<file path="config.mk">
export PLATFORM = sky130hd
export DESIGN_NAME = mem_access_unit
export DESIGN_NICKNAME = d
export VERILOG_FILES = /design/src/rtl/mem_access_pkg.sv /design/src/rtl/mem_addr_decode.sv /design/src/rtl/mem_access_unit.sv
export SDC_FILE = /design/constraint.sdc
export NUM_CORES = 1
export LEC_CHECK = 0
export ABC_AREA = 0
export ABC_CLOCK_PERIOD_IN_PS = 2490
export BUFFER_PORTS_ARGS = -buffer_cell sky130_fd_sc_hd__buf_2
export CAP_MARGIN = 20
export CORE_AREA = 2 2 252 254
export DETAILED_ROUTE_END_ITERATION = 7
export DIE_AREA = 0 0 254 256
export MAX_ROUTING_LAYER = met4
export PLACE_DENSITY = 0.36
export SLEW_MARGIN = 20
export SYNTH_ARGS = -nofsm -noshare
export SYNTH_HDL_FRONTEND = slang
export SYNTH_SLANG_ARGS = --single-unit
</file>
<file path="constraint.sdc">
create_clock -name clock -period 2.49 [get_ports clock]
set_input_delay 0.1245 -clock clock [delete_from_list [all_inputs] [get_ports clock]]
set_output_delay 0.1245 -clock clock [all_outputs]
set_load 0.005 [all_outputs]
</file>
<file path="src/rtl/mem_access_pkg.sv">
// Shared types for the memory/peripheral access unit: FSM state and decode region codes.
package mem_access_pkg;

  typedef enum logic [1:0] {
    IDLE   = 2'd0,
    RAM_RD = 2'd1,
    P_WAIT = 2'd2,
    DONE   = 2'd3
  } state_e;

  typedef enum logic [1:0] {
    REG_RAM = 2'd0,
    REG_PER = 2'd1,
    REG_UNM = 2'd2
  } region_e;

  // Index width that stays legal when there is only one item.
  function automatic int idx_w(input int n);
    return (n > 1) ? $clog2(n) : 1;
  endfunction

endpackage

</file>
<file path="src/rtl/mem_addr_decode.sv">
// Combinational address decode: RAM, one of NCH peripheral channels, or unmapped.
module mem_addr_decode
  import mem_access_pkg::*;
#(
  parameter int ADDR_W      = 32,
  parameter int RAM_AW      = 8,
  parameter int PERIPH_BASE = 'h100,
  parameter int NCH         = 4,
  parameter int CH_AW       = 4,
  parameter int CHW         = idx_w(NCH)
) (
  input  logic [ADDR_W-1:0] addr_i,
  output region_e           region_o,
  output logic [CHW-1:0]    ch_o,
  output logic [NCH-1:0]    sel_o,
  output logic [CH_AW-1:0]  off_o
);

  localparam logic [ADDR_W-1:0] RAM_TOP = ADDR_W'(1) << RAM_AW;
  localparam logic [ADDR_W-1:0] PER_LO  = ADDR_W'(PERIPH_BASE);
  localparam logic [ADDR_W-1:0] PER_HI  = ADDR_W'(PERIPH_BASE + NCH * (2 ** CH_AW));

  logic [ADDR_W-1:0] rel;

  always_comb begin
    rel      = addr_i - PER_LO;
    region_o = REG_UNM;
    ch_o     = '0;
    sel_o    = '0;
    off_o    = '0;
    if (addr_i < RAM_TOP) begin
      region_o = REG_RAM;
    end else if (addr_i >= PER_LO && addr_i < PER_HI) begin
      region_o = REG_PER;
      ch_o     = CHW'(rel >> CH_AW);
      sel_o    = NCH'(1) << ch_o;
      off_o    = CH_AW'(rel);
    end
  end

endmodule

</file>
<file path="src/rtl/mem_access_unit.sv">
// Load/store access unit between datapath, RAM and NCH ready-handshaked peripheral channels.
// Handshake: the datapath holds req_* stable while stall=1; rsp_valid=1 marks the completing cycle;
// p_sel stays asserted until the selected channel's p_ready or a timeout, and drops in DONE.
module mem_access_unit
  import mem_access_pkg::*;
#(
  parameter int DATA_W      = 64,
  parameter int ADDR_W      = 32,
  parameter int RAM_AW      = 8,
  parameter int PERIPH_BASE = 'h100,
  parameter int NCH         = 4,
  parameter int CH_AW       = 4,
  parameter int TIMEOUT     = 15
) (
  input  logic                  clock,
  input  logic                  reset,
  input  logic                  req_valid,
  input  logic                  req_write,
  input  logic [ADDR_W-1:0]     req_addr,
  input  logic [DATA_W-1:0]     req_wdata,
  output logic [DATA_W-1:0]     rsp_rdata,
  output logic                  rsp_valid,
  output logic                  stall,
  output logic                  bus_err,
  input  logic                  err_clr,
  output logic [RAM_AW-1:0]     ram_addr,
  output logic [DATA_W-1:0]     ram_wdata,
  output logic                  ram_we,
  input  logic [DATA_W-1:0]     ram_rdata,
  output logic [NCH-1:0]        p_sel,
  output logic                  p_write,
  output logic [CH_AW-1:0]      p_addr,
  output logic [DATA_W-1:0]     p_wdata,
  input  logic [NCH*DATA_W-1:0] p_rdata,
  input  logic [NCH-1:0]        p_ready,
  output logic [1:0]            dbg_state
);

  localparam int CHW = idx_w(NCH);
  localparam int CW  = $clog2(TIMEOUT + 1);
  localparam logic [CW-1:0] CNT_MAX = CW'(TIMEOUT);

  region_e          dec_region;
  logic [CHW-1:0]   dec_ch;
  logic [NCH-1:0]   dec_sel;
  logic [CH_AW-1:0] dec_off;

  mem_addr_decode #(
    .ADDR_W     (ADDR_W),
    .RAM_AW     (RAM_AW),
    .PERIPH_BASE(PERIPH_BASE),
    .NCH        (NCH),
    .CH_AW      (CH_AW),
    .CHW        (CHW)
  ) u_decode (
    .addr_i  (req_addr),
    .region_o(dec_region),
    .ch_o    (dec_ch),
    .sel_o   (dec_sel),
    .off_o   (dec_off)
  );

  state_e             state_q, state_d;
  logic [CW-1:0]      cnt_q, cnt_d;
  logic [NCH-1:0]     sel_q, sel_d;
  logic [CHW-1:0]     ch_q, ch_d;
  logic               pwr_q, pwr_d;
  logic [CH_AW-1:0]   paddr_q, paddr_d;
  logic [DATA_W-1:0]  pwdata_q, pwdata_d;
  logic [DATA_W-1:0]  rdata_q, rdata_d;
  logic               err_q, err_d;

  logic               stall_c, rsp_valid_c, ram_we_c, ram_drive_c, err_set;
  logic               ch_ready;
  logic [DATA_W-1:0]  ch_rdata;

  assign ch_ready = p_ready[ch_q];
  assign ch_rdata = p_rdata[int'(ch_q)*DATA_W +: DATA_W];

  always_comb begin
    state_d     = state_q;
    cnt_d       = cnt_q;
    sel_d       = sel_q;
    ch_d        = ch_q;
    pwr_d       = pwr_q;
    paddr_d     = paddr_q;
    pwdata_d    = pwdata_q;
    rdata_d     = rdata_q;
    stall_c     = 1'b0;
    rsp_valid_c = 1'b0;
    ram_we_c    = 1'b0;
    ram_drive_c = 1'b0;
    err_set     = 1'b0;
    unique case (state_q)
      IDLE: begin
        if (req_valid) begin
          unique case (dec_region)
            REG_RAM: begin
              ram_drive_c = 1'b1;
              if (req_write) begin
                ram_we_c    = 1'b1;
                rsp_valid_c = 1'b1;
              end else begin
                stall_c = 1'b1;
                state_d = RAM_RD;
              end
            end
            REG_PER: begin
              stall_c  = 1'b1;
              sel_d    = dec_sel;
              ch_d     = dec_ch;
              pwr_d    = req_write;
              paddr_d  = dec_off;
              pwdata_d = req_wdata;
              cnt_d    = '0;
              state_d  = P_WAIT;
            end
            default: begin
              stall_c = 1'b1;
              err_set = 1'b1;
              if (!req_write) rdata_d = '1;
              state_d = DONE;
            end
          endcase
        end
      end
      // Stall is held through RAM_RD so the instruction stays put until its DONE cycle.
      RAM_RD: begin
        stall_c = 1'b1;
        rdata_d = ram_rdata;
        state_d = DONE;
      end
      P_WAIT: begin
        stall_c = 1'b1;
        if (ch_ready || cnt_q == CNT_MAX) begin
          if (ch_ready) begin
            if (!pwr_q) rdata_d = ch_rdata;
          end else begin
            err_set = 1'b1;
            if (!pwr_q) rdata_d = '1;
          end
          sel_d    = '0;
          pwr_d    = 1'b0;
          paddr_d  = '0;
          pwdata_d = '0;
          cnt_d    = '0;
          state_d  = DONE;
        end else begin
          cnt_d = cnt_q + 1'b1;
        end
      end
      default: begin
        rsp_valid_c = 1'b1;
        state_d     = IDLE;
      end
    endcase
    err_d = err_set ? 1'b1 : (err_clr ? 1'b0 : err_q);
  end

  always_ff @(posedge clock or negedge reset) begin
    if (!reset) begin
      state_q  <= IDLE;
      cnt_q    <= '0;
      sel_q    <= '0;
      ch_q     <= '0;
      pwr_q    <= 1'b0;
      paddr_q  <= '0;
      pwdata_q <= '0;
      rdata_q  <= '0;
      err_q    <= 1'b0;
    end else begin
      state_q  <= state_d;
      cnt_q    <= cnt_d;
      sel_q    <= sel_d;
      ch_q     <= ch_d;
      pwr_q    <= pwr_d;
      paddr_q  <= paddr_d;
      pwdata_q <= pwdata_d;
      rdata_q  <= rdata_d;
      err_q    <= err_d;
    end
  end

  // Reset also masks the combinational strobes so every output reads 0 while it is asserted.
  assign stall     = stall_c & reset;
  assign rsp_valid = rsp_valid_c & reset;
  assign ram_we    = ram_we_c & reset;
  assign ram_addr  = (ram_drive_c & reset) ? RAM_AW'(req_addr) : '0;
  assign ram_wdata = ram_we ? req_wdata : '0;

  assign rsp_rdata = rdata_q;
  assign bus_err   = err_q;
  assign p_sel     = sel_q;
  assign p_write   = pwr_q;
  assign p_addr    = paddr_q;
  assign p_wdata   = pwdata_q;
  assign dbg_state = state_q;

endmodule

</file>
==> flow_metrics.env, run 1 <==
export IMPL_cellPowerDensity_nw_per_um2=986
export IMPL_setup_viol=0
export IMPL_clock_latency_ns=0.47
export IMPL_arrival_ns=2.73
export IMPL_cts_buffers=17
export IMPL_fin_crit_ns=2.37
export IMPL_dp_cells=2226
export IMPL_max_freq_ghz=0.422
export IMPL_die_h_um=256
export IMPL_ys_flop_type="dfrtp_1"
export IMPL_netlist_area_sq_um=8960
export IMPL_rows=92
export IMPL_cap_violations=0
export IMPL_drt_first_pass_iters=4
export IMPL_root_buffer="clkbuf_16"
export IMPL_gp_congestion=0.846
export IMPL_layout_worst_path_cycle_share_pct=95.3
export IMPL_via_count=9203
export IMPL_clock_power_share_pct=19.1
export IMPL_start_kind="flop"
export IMPL_slew_headroom_pct=45.4
export IMPL_grt_total_usage_pct=13.2
export IMPL_synth_edf_count=0
export IMPL_p_sw_share_pct=40.0
export IMPL_crit_family="multiplexers"
export IMPL_io_pins=640
export IMPL_htreeDepth=4
export IMPL_syn_avg_cell_area_sq_um=11.6
export IMPL_fin_cells=2323
export IMPL_crit_required_ns=2.84
export IMPL_path_max_fanout=51
export IMPL_tritoncts="yes"
export IMPL_critPathKind="reg2reg"
export IMPL_place_hpwl_mm=34.0
export IMPL_crit_chain="mux4_2 > or2_2 > nor2b_2 > a2111oi_4 > buf_12 > buf_4 > mux2_2"
export IMPL_post_cts_repair_setup_buffers=0
export IMPL_holdWs_ns=0.0470
export IMPL_fin_nets=1890
export IMPL_power_switching_w=0.00575
export IMPL_p_leak_nw=7.05
export IMPL_cp_slowest_cell="mux4_2"
export IMPL_first_iter_violations=381
export IMPL_yosys_area_top_type="dfrtp_1"
export IMPL_synthesis_nets=1204
export IMPL_ant_nets=0
export IMPL_clockBufferDepth=2
export IMPL_drive_gt1_share_pct=58.0
export IMPL_rsz0062_at_grt="false"
export IMPL_synthTopCellsByArea="dfrtp_1, mux4_2, mux2_2, a21o_1, nor3b_1"
export IMPL_critPathMaxStageDelay_ns=0.50
export IMPL_path_buf_inv=2
export IMPL_peakVddDrop_mv=0.432
export IMPL_tightest_slew_ns=0.820
export IMPL_synth_top_cell_area_share_pct=40.8
export IMPL_finClkSkew_ns=0.00818
export IMPL_die_area_sq_um=65000
export IMPL_ys_async_sr_fraction_pct=100
export IMPL_worstSetupEndpointType="flop"
export IMPL_seq_area_frac_synth_pct=40.8
export IMPL_vias_per_cell=3.96
export IMPL_synth_seq_cells=146
export IMPL_fp_dieW_um=254
export IMPL_hold_class="in2reg"
export IMPL_seq_power_share_pct=27.5
export IMPL_portBuffers=639
export IMPL_internal_power_w=0.00862
export IMPL_slew_viol_final=0
export IMPL_synth_cell_types=43
export IMPL_grt_pass1_wl_mm=61.0
export IMPL_antenna_found_initial=4
export IMPL_p_comb_share_pct=53.4
export IMPL_clkSinkCount=146
export IMPL_fp_coreArea_sq_um=62400
export IMPL_grt_pass1_vias=9602
export IMPL_grt_start_max_net_pins=75
export IMPL_yosys_warnings=0
export IMPL_outcome="complete, no violations"
export IMPL_hold_viol=0
export IMPL_start_util_pct=14.4
export IMPL_path_clk_slew_ns=0.07
export IMPL_area_growth_pct=62.8
export IMPL_drc=0
export IMPL_globalRouteOverflowTotal=0
export IMPL_fill_cells=6901
export IMPL_wirelength_mm=42.4
export IMPL_tns_ns=0
export IMPL_synth_cells=774
export IMPL_wl_per_cell_um=18.2
## metal layers
layer	part of all wire, %	track usage (%)
met1	39	14.6
met2	52	23.2
met3	6.7	3.23
met4	2.1	4.26
met5	0	-
## state kept, by name, indices dropped and copies added (netlist names)
name,flops
rsp_rdata,64
p_write,1
cnt_q,4
p_sel,4
bus_err,1
p_wdata,64
dbg_state,2
p_addr,4
ch_q,2
## power groups by stage
stage          sequential, W  combinational, W  clock, W
3_3_place_gp         0.00401           0.00775         0
6_report             0.00395           0.00768   0.00275
3_5_place_dp         0.00402           0.00789         0
4_1_cts              0.00398           0.00798   0.00289
5_1_grt              0.00410           0.00847   0.00298
2_1_floorplan        0.00405           0.00415         0
## worst register-to-register path, cell delays in order (launching register included)
cell	delay, ns
dfrtp_4	0.43
mux4_2	0.50
or2_2	0.30
nor2b_2	0.22
a2111oi_4	0.07
buf_12	0.18
buf_4	0.30
mux2_2	0.26
## path summary, 6_finish.rpt
kind                       cells after the start                         to                     from  slack [ns]
max reg2reg                                    7  rsp_rdata[34]$_DFFE_PN0P_      ch_q[0]$_DFFE_PN0P_        0.12
min in group asynchronous                      3    p_wdata[19]$_DFFE_PN0P_                    reset        0.31
min reg2reg                                    1    p_wdata[56]$_DFFE_PN0P_  p_wdata[56]$_DFFE_PN0P_        0.47
min                                            4  rsp_rdata[27]$_DFFE_PN0P_            ram_rdata[27]        0.05
max                                            7  rsp_rdata[34]$_DFFE_PN0P_      ch_q[0]$_DFFE_PN0P_        0.12
max in group asynchronous                      4        ch_q[0]$_DFFE_PN0P_                    reset        1.09
## synthesized netlist by cell type, types with 2 or more instances
master	count
dfrtp_1	146
nand2_1	75
and2_1	74
a21o_1	67
nor3b_1	66
mux4_2	65
a22oi_1	64
mux2_2	56
clkbuf_1	45
buf_2	21
o21ai_0	17
mux2_1	13
inv_1	6
nor4_1	6
a21oi_1	5
buf_6	5
ha_1	5
nand3_1	4
buf_1	3
o31ai_1	3
nand2b_1	2
nor2_1	2
nor3_1	2
or2_2	2
or4_1	2
## timing repair
action | CTS | global route
setup endpoints to repair | 0 | 84
hold buffers | 61 | 0
endpoints found under the hold margin | 153 | 0
resized for setup | 0 | 4
## per-stage QoR
step,total power (W),worst slack [ns],util [%],instance area (sq um)
5_1_grt,0.0156,0.0131,23.4,14600
3_5_place_dp,0.0119,0.0135,21.4,13300
6_report,0.0144,0.118,23.4,14600
4_1_cts,0.0148,0.00397,23.3,14600
3_3_place_gp,0.0118,0.0908,21.4,13300
2_1_floorplan,0.00820,0.172,-,8960
## final cells by class
class / count / area, sq um / share of cell area, %
sequential: 146 / 3660 / 25.1
clock inverter: 15 / 184 / 1.26
clock buffer: 17 / 425 / 2.92
tap: 846 / 1060 / 7.26
inverter: 6 / 22.5 / 0.154
timing repair buffer: 742 / 4230 / 29.0
multi-input combinational: 547 / 4990 / 34.2
antenna: 4 / 10.0 / 0.0687
## cell usage in the layout, fill, tap and decap left out, types with 3 or more instances in the layout
master           n
diode_2          4
nand2_1         75
dfrtp_1        144
buf_2          638
clkbuf_16       17
mux2_1          13
a21oi_1          4
a21o_1          67
nor3b_1         66
and2_1          73
buf_4           34
nand3_1          4
o21ai_0         17
dlygate4sd3_1   61
mux2_2          56
mux4_2          65
buf_12           8
bufinv_16        3
o31ai_1          3
a22oi_1         64
clkinvlp_4       5
nor4_1           5
inv_1            4
## logic make-up (layout without fill, tap and decap cells)
kind of cell | count (synthesis) | count (layout) | synth area share, %
mux | 134 | 134 | 25.0
simple gates | 246 | 246 | 16.2
compound gates | 162 | 162 | 13.2
flops | 146 | 146 | 40.8
buf+inv | 81 | 780 | 4.12
fa+ha+maj | 5 | 5 | 0.699
other cells | 0 | 4 | 0
No activity file was read; power rests on OpenSTA's default activity.
==> run 2: changes to the inputs <==
--- a/config.mk
+++ b/config.mk
@@ -12,8 +12,8 @@
 export CORE_AREA = 2 2 252 254
 export DETAILED_ROUTE_END_ITERATION = 7
 export DIE_AREA = 0 0 254 256
-export MAX_ROUTING_LAYER = met4
 export PLACE_DENSITY = 0.36
+export SETUP_SLACK_MARGIN = 0.1
 export SLEW_MARGIN = 20
 export SYNTH_ARGS = -nofsm -noshare
 export SYNTH_HDL_FRONTEND = slang
==> run 2 against run 1 <==
Critical path depth rose by 2. Clock skew barely moved. First-iteration DRC count fell by 10%. Via count rose by 1.7%. Clock power barely moved. Hold slack got worse by 0.0050 ns. Register-to-register slack improved by 0.07 ns. Routed wire length rose by 6.8%. Cell count rose by 0.60%. Largest cell class unchanged. Total power rose by 3.9%.
==> flow_metrics.env, run 2 (synthesized netlist as in run 1, its figures left out) <==
export IMPL_post_dp_cell_area_sq_um=13300
export IMPL_rsz0062_at_grt="false"
export IMPL_fin_nets=1907
export IMPL_grt_start_max_net_pins=75
export IMPL_final_core_util_pct=23.8
export IMPL_layout_commonest_cell="buf_2"
export IMPL_peakVddDrop_mv=0.436
export IMPL_wl_per_cell_um=19.4
export IMPL_p_leak_nw=7.19
export IMPL_grt_total_usage_pct=12.8
export IMPL_start_util_pct=14.4
export IMPL_tns_ns=0
export IMPL_grtUsageMet2_pct=23.2
export IMPL_internal_power_w=0.00892
export IMPL_place_hpwl_mm=34.0
export IMPL_area_growth_pct=65.7
export IMPL_tightest_slew_ns=0.831
export IMPL_via_count=9360
export IMPL_hold_class="in2reg"
export IMPL_start_kind="input port"
export IMPL_clock_latency_ns=0.47
export IMPL_final_area_sq_um=14800
export IMPL_path_buf_inv=4
export IMPL_power_switching_w=0.00602
export IMPL_slew_headroom_pct=44.6
export IMPL_path_clk_slew_ns=0.06
export IMPL_root_buffer="clkbuf_16"
export IMPL_outcome="complete, no violations"
export IMPL_busiest_layer="met2"
export IMPL_clockBufferDepth=2
export IMPL_cap_violations=0
export IMPL_htreeDepth=4
export IMPL_antenna_found_initial=5
export IMPL_cellPowerDensity_nw_per_um2=1010
export IMPL_die_area_sq_um=65000
export IMPL_worstSetupEndpointType="output port"
export IMPL_grt_pass1_vias=9573
export IMPL_critPathMaxStageDelay_ns=0.53
export IMPL_die_h_um=256
export IMPL_clock_power_share_pct=18.4
export IMPL_fp_dieW_um=254
export IMPL_rows=92
export IMPL_drt_first_pass_iters=4
export IMPL_max_freq_ghz=0.428
export IMPL_critPathKind="in2out"
export IMPL_fp_coreArea_sq_um=62400
export IMPL_finClkSkew_ns=0.00867
export IMPL_crit_chain="buf_2 > or4_4 > or2_4 > or4_4 > nor2_4 > buf_12 > buf_8 > and2_1 > buf_2"
export IMPL_pre_cts_ws_ns=0.0135
export IMPL_crit_family="simple AND/OR/NAND/NOR gates"
export IMPL_hold_viol=0
export IMPL_fin_crit_ns=2.34
export IMPL_drive_gt1_share_pct=58.9
export IMPL_grtUsageMet3_pct=3.28
export IMPL_portBuffers=639
export IMPL_path_max_fanout=16
export IMPL_wirelength_mm=45.3
export IMPL_gp_congestion=0.833
export IMPL_final_cell_mix="buf_2, dfrtp_1, nand2_1"
export IMPL_clkSinkCount=146
export IMPL_p_sw_share_pct=40.3
export IMPL_grt_use_met1_pct=14.6
export IMPL_setup_viol=0
export IMPL_io_pins=640
export IMPL_first_iter_violations=341
export IMPL_fin_ws_ns=0.153
export IMPL_tritoncts="yes"
export IMPL_crit_required_ns=2.37
export IMPL_arrival_ns=2.21
export IMPL_cp_slowest_cell="or4_4"
export IMPL_cts_buffers=17
export IMPL_globalRouteOverflowTotal=0
export IMPL_slew_viol_final=0
export IMPL_drc=0
export IMPL_p_comb_share_pct=55.2
export IMPL_seq_power_share_pct=26.5
export IMPL_ant_nets=0
export IMPL_layout_worst_path_cycle_share_pct=93.8
export IMPL_grt_pass1_wl_mm=61.0
export IMPL_vias_per_cell=4.01
-- run 2: cell count changes in the layout (fill, tap and decap cells not counted), sizes merged --
cell | before | now
and2 | 74 | 75
clkbuf | 17 | 20
buf | 681 | 694
diode | 4 | 1
-- run 2: through the flow --
| stage | instances | power [W] | hold slack (ns) |
|---|---|---|---|
| global placement | 2226 | 0.0118 | 0.223 |
| finish | 2337 | 0.0149 | 0.0419 |
| floorplan | 774 | 0.00820 | -0.171 |
| CTS | 2319 | 0.0149 | 0.000642 |
| detailed placement | 2226 | 0.0119 | 0.221 |
| global route | 2337 | 0.0161 | 0.0265 |
-- run 2: layer usage --
layer  up-vias  part of all wire, %
met3        40                  5.9
met1      4604                   39
met4         6                  2.0
met2       421                   52
met5         -                0.091
li1       4289                    -
-- run 2: worst min-delay path, stage by stage --
cell and delay, ns:
buf_2 0.08, nor3b_1 0.17, a21o_1 0.10
-- run 2: layout make-up --
class                      instances  area [sq um]
antenna                            1          2.50
clock buffer                      17           425
clock inverter                    15           184
fill                            6880         47500
inverter                           6          22.5
multi-input combinational        548          5030
sequential                       146          3660
tap                              846          1060
timing repair buffer             758          4460
-- run 2: worst paths after layout --
check                                         from                        to  slack, ns  cells after the start
max in group asynchronous                    reset       ch_q[0]$_DFFE_PN0P_       1.08                      4
min                                  req_wdata[10]   p_wdata[10]$_DFFE_PN0P_       0.04                      3
max                                   req_addr[26]             ram_wdata[53]       0.15                      9
min reg2reg                p_wdata[56]$_DFFE_PN0P_   p_wdata[56]$_DFFE_PN0P_       0.47                      1
min in group asynchronous                    reset   p_wdata[19]$_DFFE_PN0P_       0.31                      3
max reg2reg                    ch_q[0]$_DFFE_PN0P_  rsp_rdata[3]$_DFFE_PN0P_       0.19                      8
-- run 2: power by group through the flow --
stage	clock (W)	sequential [W]	combinational, W
after floorplan	0	0.00405	0.00415
after global placement	0	0.00401	0.00775
after detailed placement	0	0.00402	0.00789
after CTS	0.00289	0.00398	0.00799
after global routing	0.00298	0.00410	0.00906
final	0.00275	0.00396	0.00824
-- run 2: what timing repair did --
action,CTS,global route
hold endpoints to repair,153,0
gates resized for setup,4,15
buffers inserted,0,11
gates cloned,0,6
hold buffers,61,0
pin swaps,0,4
setup endpoints to repair,88,95
==> run 3: changes to the inputs <==
--- a/config.mk
+++ b/config.mk
@@ -9,10 +9,11 @@
 export ABC_CLOCK_PERIOD_IN_PS = 2490
 export BUFFER_PORTS_ARGS = -buffer_cell sky130_fd_sc_hd__buf_2
 export CAP_MARGIN = 20
-export CORE_AREA = 2 2 252 254
+export CORE_AREA = 2 2 250 252
 export DETAILED_ROUTE_END_ITERATION = 7
-export DIE_AREA = 0 0 254 256
+export DIE_AREA = 0 0 252 254
 export PLACE_DENSITY = 0.36
+export RECOVER_POWER = 50
 export SETUP_SLACK_MARGIN = 0.1
 export SLEW_MARGIN = 20
 export SYNTH_ARGS = -nofsm -noshare
==> run 3 against run 2 <==
The run now ends with capacitance limit, slew limit left. Clock power up 4%. Hold slack gained 0.0036 ns. Flip-flop and latch count stayed put. Critical endpoint is now ram_wdata[57]. Largest cell class unchanged.
==> flow_metrics.env, run 3 (synthesized netlist as in run 1, its figures left out) <==
export IMPL_rows=91
export IMPL_crit_required_ns=2.37
export IMPL_cts_buffers=17
export IMPL_seq_area_sq_um=3660
export IMPL_holdWs_ns=0.0456
export IMPL_drive_gt1_share_pct=51.9
export IMPL_p_leak_nw=7.03
export IMPL_globalRouteOverflowTotal=0
export IMPL_grt_pass1_wl_mm=63.0
export IMPL_place_hpwl_mm=35.4
export IMPL_max_freq_ghz=0.431
export IMPL_via_count=9501
export IMPL_antenna_found_initial=12
export IMPL_layout_commonest_cell="buf_2"
export IMPL_multi_input_area_sq_um=5030
export IMPL_portBuffers=639
export IMPL_grt_pass1_vias=9778
export IMPL_arrival_ns=2.20
export IMPL_fin_nets=1929
export IMPL_path_buf_inv=4
export IMPL_hold_class="in2reg"
export IMPL_tightest_slew_ns=1.60
export IMPL_fp_dieW_um=252
export IMPL_fill_cells=6689
export IMPL_fin_crit_ns=2.32
export IMPL_wl_per_cell_um=20.2
export IMPL_fp_coreArea_sq_um=61300
export IMPL_power_w=0.0148
export IMPL_tritoncts="yes"
export IMPL_crit_chain="buf_2 > or4_4 > or2_4 > or4_4 > nor2_4 > buf_12 > clkbuf_16 > and2_1 > buf_2"
export IMPL_first_iter_violations=434
export IMPL_drt_first_pass_iters=4
export IMPL_pre_cts_ws_ns=-0.0223
export IMPL_clockBufferDepth=2
export IMPL_setup_viol=0
export IMPL_area_growth_pct=66.3
export IMPL_grt_total_usage_pct=13.6
export IMPL_slew_headroom_pct=-6.41
export IMPL_ant_nets=0
export IMPL_violations="capacitance limit, slew limit"
export IMPL_outcome="finished, violations left"
export IMPL_finClkSkew_ns=0.0198
export IMPL_htreeDepth=4
export IMPL_hold_viol=0
export IMPL_vias_per_cell=4.12
export IMPL_root_buffer="clkbuf_16"
export IMPL_final_area_sq_um=14900
export IMPL_post_dp_cell_area_sq_um=13300
export IMPL_grt_start_max_net_pins=105
export IMPL_rsz0062_at_grt="true"
export IMPL_cp_slowest_cell="or4_4"
export IMPL_path_clk_slew_ns=0.06
export IMPL_cap_violations=1
export IMPL_final_cell_mix="buf_2, dfrtp_1, clkbuf_1"
export IMPL_drc=0
export IMPL_start_util_pct=14.6
export IMPL_crit_family="simple AND/OR/NAND/NOR gates"
export IMPL_critPathMaxStageDelay_ns=0.53
export IMPL_layout_worst_path_cycle_share_pct=93.3
export IMPL_path_max_fanout=14
export IMPL_cellPowerDensity_nw_per_um2=991
export IMPL_fin_ws_ns=0.167
export IMPL_die_area_sq_um=64000
export IMPL_peakVddDrop_mv=0.548
export IMPL_die_h_um=254
export IMPL_gp_congestion=0.842
export IMPL_clkSinkCount=146
export IMPL_wirelength_mm=46.7
export IMPL_critPathKind="in2out"
export IMPL_worstSetupEndpointType="output port"
export IMPL_io_pins=640
export IMPL_clock_latency_ns=0.48
export IMPL_start_kind="input port"
export IMPL_slew_viol_final=105
## run 3: changes by cell type in the layout (fill, tap and decap cells not counted), sizes merged
cell	previous run	this run
clkbuf	20	119
diode	1	5
inv	9	6
clkinv	4	6
dlygate4sd3	61	84
clkinvlp	5	0
buf	694	600
## run 3: power breakdown
| part | switching [W] | total [W] | internal, W |
|---|---|---|---|
| Clock | 0.00117 | 0.00285 | 0.00168 |
| Combinational | 0.00427 | 0.00796 | 0.00369 |
| Sequential | 0.000511 | 0.00396 | 0.00345 |
| Total | 0.00595 | 0.0148 | 0.00881 |
## run 3: layout make-up
cell class	count	area share, %
Clock buffer	23	3.28
Timing Repair Buffer	780	30.6
Tap cell	790	6.64
Multi-Input combinational cell	548	33.8
Clock inverter	9	0.857
Antenna cell	5	0.0840
Sequential cell	146	24.6
Inverter	6	0.168
## run 3: what timing repair did
| item | CTS | global route |
|---|---|---|
| cloned | 0 | 5 |
| setup buffers | 1 | 5 |
| endpoints found under the hold margin | 232 | 0 |
| pin swaps | 1 | 3 |
| setup endpoints to repair | 174 | 169 |
| hold buffers | 84 | 0 |
| resized for setup | 7 | 10 |
## run 3: worst paths after layout
| kind | startpoint | slack, ns | to | depth (start not counted) |
|---|---|---|---|---|
| worst max-delay path | req_addr[26] | 0.17 | ram_wdata[57] | 9 |
| worst min-delay path | req_wdata[37] | 0.05 | p_wdata[37]$_DFFE_PN0P_ | 3 |
| worst max register to register | dbg_state[1]$_DFFE_PN0P_ | 0.20 | rsp_rdata[37]$_DFFE_PN0P_ | 7 |
| worst min register to register | p_wdata[49]$_DFFE_PN0P_ | 0.47 | p_wdata[49]$_DFFE_PN0P_ | 1 |
| max in group asynchronous | reset | 0.62 | rsp_rdata[35]$_DFFE_PN0P_ | 3 |
| min in group asynchronous | reset | 0.08 | p_wdata[56]$_DFFE_PN0P_ | 2 |
## run 3: metal layers
metal | vias up | part of all wire, % | global-route usage (%)
met5 | - | 0.21 | 0
met2 | 432 | 50 | 22.9
met3 | 70 | 6.6 | 4.12
li1 | 4349 | - | -
met4 | 12 | 3.9 | 7.03
met1 | 4638 | 39 | 15.6
## run 3: through the flow
step                      TNS [ns]  util (%)  instances
final                            0      24.3       2307
after global routing             0      24.3       2307
after CTS                        0      24.2       2292
after detailed placement    -0.193      21.8       2175
after global placement           0      21.8       2175
after floorplan                  0         -        774
## run 3: worst register-to-register path, cell delays in order (launching register included)
cell and delay [ns]:
dfrtp_2 0.44, buf_4 0.15, ha_4 0.18, and2_1 0.18, a2111oi_4 0.43, buf_12 0.26, buf_12 0.21, mux2_2 0.33
